### config.mk
export PLATFORM = sky130hd
export DESIGN_NAME = mmio_out_port
export DESIGN_NICKNAME = d
export VERILOG_FILES = /design/src/rtl/mmio_out_port.sv
export SDC_FILE = /design/constraint.sdc
export NUM_CORES = 1
export LEC_CHECK = 0
export BUFFER_PORTS_ARGS = -buffer_cell sky130_fd_sc_hd__buf_2
export CAP_MARGIN = 0
export CORE_MARGIN = 2
export CORE_UTILIZATION = 45
export DETAILED_ROUTE_END_ITERATION = 12
export PLACE_DENSITY = 0.67
export SLEW_MARGIN = 20
export SYNTH_ARGS = -nofsm -noshare
export SYNTH_HDL_FRONTEND = slang
export SYNTH_SLANG_ARGS = --single-unit
### constraint.sdc
create_clock -name clk -period 2.5 [get_ports clk]
set_input_delay 0.75 -clock clk [delete_from_list [all_inputs] [get_ports clk]]
set_output_delay 0.75 -clock clk [all_outputs]
set_load 0.02 [all_outputs]
### src/rtl/mmio_out_port.sv
// mmio_out_port: memory-mapped byte output port with FIFO and drain handshake.
// Optional overflow counter enabled by defining MMIO_OUT_OVF_COUNT_EN.
//
// Ports:
//   clk, rst             clock, async active-high reset
//   write, addr, wdata   cpu bus write strobe, address, write data
//   rdata, sel           combinational read data, window hit
//   out_data, out_valid  FIFO head and valid toward the consumer
//   out_ready            consumer accepts out_data this cycle
//
// Register window (4 addresses from BASE_ADDR):
//   +0 DATA    write pushes, read peeks head (0 if empty)
//   +1 STATUS  {count, full, empty}
//   +2 OVF     saturating drop counter, any write clears
//   +3 CTRL    bit0 drain_en, bit1 flush (write-only)
module mmio_out_port #(
  parameter int addr_width = 8,
  parameter int data_width = 8,
  parameter logic [addr_width-1:0] BASE_ADDR = addr_width'(8'hFC),
  parameter int FIFO_DEPTH = 4
) (
  input  logic                  clk,
  input  logic                  rst,
  input  logic                  write,
  input  logic [addr_width-1:0] addr,
  input  logic [data_width-1:0] wdata,
  output logic [data_width-1:0] rdata,
  output logic                  sel,
  output logic [data_width-1:0] out_data,
  output logic                  out_valid,
  input  logic                  out_ready
);

  localparam int PW = $clog2(FIFO_DEPTH);
  localparam int CW = PW + 1;

  logic [data_width-1:0] mem [FIFO_DEPTH];
  logic [PW-1:0] rd_ptr;
  logic [PW-1:0] wr_ptr;
  logic [CW-1:0] count;
  logic          drain_en;
  logic [data_width-1:0] ovf;

  logic [1:0] off;
  logic empty;
  logic full;
  logic push_req;
  logic push_ok;
  logic pop;
  logic ctrl_wr;
  logic flush;
  logic [data_width-1:0] head;
  logic [data_width-1:0] cnt_w;

  assign sel = (addr[addr_width-1:2] == BASE_ADDR[addr_width-1:2]);
  assign off = addr[1:0];

  assign empty = (count == '0);
  assign full  = (count == CW'(FIFO_DEPTH));
  assign head  = empty ? '0 : mem[rd_ptr];

  assign out_valid = drain_en && !empty;
  assign out_data  = head;

  assign push_req = write && sel && (off == 2'd0);
  assign ctrl_wr  = write && sel && (off == 2'd3);
  assign flush    = ctrl_wr && wdata[1];
  assign pop      = out_valid && out_ready;
  // A full FIFO still takes a push when the head leaves in the same cycle.
  assign push_ok  = push_req && (!full || pop);

  always_ff @(posedge clk) begin
    if (push_ok) begin
      mem[wr_ptr] <= wdata;
    end
  end

  always_ff @(posedge clk or posedge rst) begin
    if (rst) begin
      rd_ptr   <= '0;
      wr_ptr   <= '0;
      count    <= '0;
      drain_en <= 1'b1;
    end else begin
      if (ctrl_wr) begin
        drain_en <= wdata[0];
      end
      if (flush) begin
        rd_ptr <= '0;
        wr_ptr <= '0;
        count  <= '0;
      end else begin
        if (push_ok) begin
          wr_ptr <= wr_ptr + PW'(1);
        end
        if (pop) begin
          rd_ptr <= rd_ptr + PW'(1);
        end
        if (push_ok && !pop) begin
          count <= count + CW'(1);
        end else if (pop && !push_ok) begin
          count <= count - CW'(1);
        end
      end
    end
  end

`ifdef MMIO_OUT_OVF_COUNT_EN
  logic drop;
  logic ovf_wr;

  assign drop   = push_req && full && !pop;
  assign ovf_wr = write && sel && (off == 2'd2);

  always_ff @(posedge clk or posedge rst) begin
    if (rst) begin
      ovf <= '0;
    end else if (ovf_wr) begin
      ovf <= '0;
    end else if (drop && (ovf != '1)) begin
      ovf <= ovf + data_width'(1);
    end
  end
`else
  assign ovf = '0;
`endif

  assign cnt_w = data_width'(count);

  always_comb begin
    rdata = '0;
    if (sel) begin
      case (off)
        2'd0: rdata = head;
        2'd1: rdata = {cnt_w[data_width-3:0], full, empty};
        2'd2: rdata = ovf;
        2'd3: rdata = {{(data_width-1){1'b0}}, drain_en};
        default: rdata = '0;
      endcase
    end
  end

endmodule

==> summary.txt <==
Start of the worst register-to-register path = count[0]
Worst Path Max Fanout = 4
Area contributors post-synth = edfxtp_1 49%, mux4_2 9.2%, dfrtp_1 9.0%, mux2i_1 4.6%, nor2b_1 3.2%
Drt first pass iters = 4
Element type at the critical path start = register
P per Cell Area = 715 nW/um2
Max-slew violation count = 0
Most used DFF post-synth = edfxtp_1
Failing checks = setup timing
Net Count, Synth = 162
GRT Max-Usage Layer = met2
Antenna Nets Post-Route = 0
Final Skew = 5.02 ps
Final worst slack = -71.8 ps
Die area = 4890 um2
Largest net degree at the start of global routing = 13
Cell Chain, Critical Path = buf_6 > mux4_2 > nor2b_4 > mux2i_2 > nor2_2 > buf_6
Final net count = 221
TritonCTS Buffers = 5
Total track usage = 17.0%
Worst Tran Pin Value = 490 ps
Sequential share of power = 41.3%
I/O Buffers = 37
Capture point of the worst reg-to-reg path = count[2]
CTS Hold Buffers Added = 0
Share of flip-flops with an asynchronous set or reset = 20.0%
HP Class = input pin to asynchronous set/reset pin
Die Wd = 69.9 um
CTS Root Cell = clkbuf_8
Crit path from = rd_ptr[0]
GRT met2 Usage = 28.5%
WP data required = 1750 ps
Wirelength, routed = 3820 um
Clk slew on worst S/H paths = 70 ps
Yosys warnings = 0
Final Cycle Share = 103%
CP Class = register to output pin
Status = complete, but fails checks
Vias in the first global route = 1,340
CP Data Arrival Time = 1820 ps
Most used cell, CP = buf_6
Worst slew margin = 67.1%
FF/Latch Area = 1160 um2
P&R area growth vs syn = 32.8%
Met1 Track Usage GR = 21.6%
Seq/Total Area, Yosys = 59.5%
DRC viols = 0
Total grt overflow = 0
Commonest cells after routing, fill and taps aside = 32 x edfxtp_1, 28 x buf_2, 21 x buf_4
Rows = 23
Multi-input logic area = 872 um2
RSZ-0062 raised after global routing = true
Fin crit period = 2570 ps
Max incr delay on CP = 500 ps
Combinational power share = 37.6%
Crit path max-delay family = multiplexers
Ant. Diodes = 0
Share of post-route cells with drive strength above 1 = 50.8%
Worst VDD drop = 0.360 mV
Final Hold Viols = 0
DR iter-0 viols = 52
I/O Pins = 38
Net load switching power = 0.578 mW
Seq cells post-synth = 40
Initial antenna violation count = 0
Net Sw Frac = 31.2%
Cells on worst reg2reg path = 7
First-pass GRT wire length = 6330 um
Height of the die = 69.9 um
Core area = 4090 um2
Post-synthesis cell type count = 33
Post-Synthesis Cells = 137
Max-capacitance violation count = 0
Critical Path End Type = output pin
Vias = 1,304
Slowest cell on the critical path = mux4_2
Top-area cell type share of the netlist area = 49.2%
Routed length per instance = 15.5 um
TritonCTS clock tree = done
Pwr Total = 1.86 mW
Syn avg cell area = 14.3 um2
Pint = 1.28 mW
H-Tree Depth = 2
Most common cell after layout, fill and taps aside = edfxtp_1
Post-synth EDFFs = 32
Vias/cell = 5.28
Max Freq = 0.389 GHz
Clk buf depth = 2
Synth Cell Area = 1950 um2
Fillers = 315
LEAKAGE = 1.05 nW
CTS Sinks = 40
CP bufs+invs = 2
Initial Util = 47.8%
# setup viols final = 9
Yosys top cell by area = edfxtp_1
Final GP Congestion = 0.865
Clock power frac = 21.1%
Routing usage on met3 = 4.62%
Hold_ws = 388 ps
Post-DP HPWL = 2960 um
Worst-Skew Late Latency = 290 ps
R2r setup slk = 310 ps
-- state kept, by name (all words and copies together), names as in the netlist --
name,flops
mem,32
rd_ptr,2
wr_ptr,2
drain_en,1
count,3
-- worst max-delay path by stage --
stage                     endpoint  depth (start not counted)
after CTS                 rdata[2]                          6
final                     rdata[4]                          6
after global placement    count[1]                          8
after floorplan           rdata[5]                          4
after global routing      rdata[3]                          6
after detailed placement  rdata[5]                          5
-- worst reg2reg max path, cell delays in order, from the launching register on --
cell and delay [ps]:
dfrtp_1 390, nor3b_2 370, a31oi_1 110, nor3b_1 170, fa_1 390, a311o_1 280
mux2i_1 180, mux2i_1 220
-- power by group through the flow --
| stage | Sequential [mW] | Clock, mW | Combinational, mW |
|---|---|---|---|
| 2_1_floorplan | 0.778 | 0 | 0.363 |
| 3_3_place_gp | 0.775 | 0 | 0.562 |
| 3_5_place_dp | 0.778 | 0 | 0.569 |
| 4_1_cts | 0.767 | 0.402 | 0.677 |
| 5_1_grt | 0.769 | 0.433 | 0.758 |
| 6_report | 0.766 | 0.391 | 0.698 |
-- layout make-up --
class / count / area share [%]
inverters: 7 / 1.01
well taps: 50 / 2.41
flip-flops and latches: 40 / 44.8
multi-input cells: 85 / 33.6
clock inverters: 2 / 0.434
repair buffers: 57 / 14.9
clock buffers: 6 / 2.80
-- through the flow --
stage | worst slack [ps] | std cells | TNS, ps | utilization, % | cell area (um2)
6_report | -71.8 | 247 | -411 | 63.5 | 2600
5_1_grt | -164 | 247 | -1070 | 63.5 | 2600
4_1_cts | -118 | 245 | -632 | 62.7 | 2560
3_5_place_dp | -44.1 | 235 | -146 | 57.7 | 2360
3_3_place_gp | -4.28 | 235 | -7.61 | 57.7 | 2360
2_1_floorplan | -27.0 | 137 | -47.0 | - | 2020
-- synthesized netlist by cell type, drive strengths merged, types with 2 or more instances --
library cell  count
or2               2
nor3b             5
ha                4
nor2              8
mux2i             9
buf               2
nor3              4
inv               7
nand2             9
clkbuf            3
nand2b            3
xnor2             2
mux4              8
nand3             2
edfxtp           32
nor2b            10
dfrtp             7
a31oi             3
and2              4
-- logic make-up after synthesis --
| group | count (synthesis) | share of synthesized area (%) |
|---|---|---|
| AOI/OAI and AO/OA | 6 | 3.39 |
| xor gates and xnor gates | 3 | 1.34 |
| adders and majority gates | 5 | 3.59 |
| buffers and inverters | 12 | 2.37 |
| DFF | 40 | 59.5 |
| muxes | 18 | 14.4 |
| and+or+nand+nor | 53 | 15.4 |
-- layer usage --
layer,vias up,wire (um)
met5,-,0
met1,636,1560
met2,37,1970
met4,0,48
met3,7,241
li1,624,-
-- timing repair --
item                                   4_1_cts  5_1_grt
setup buffers                                2        2
setup endpoints to repair                   10       11
endpoints found under the hold margin        0        0
gates resized for setup                     28        5
Power figures use the tool's default switching activity.
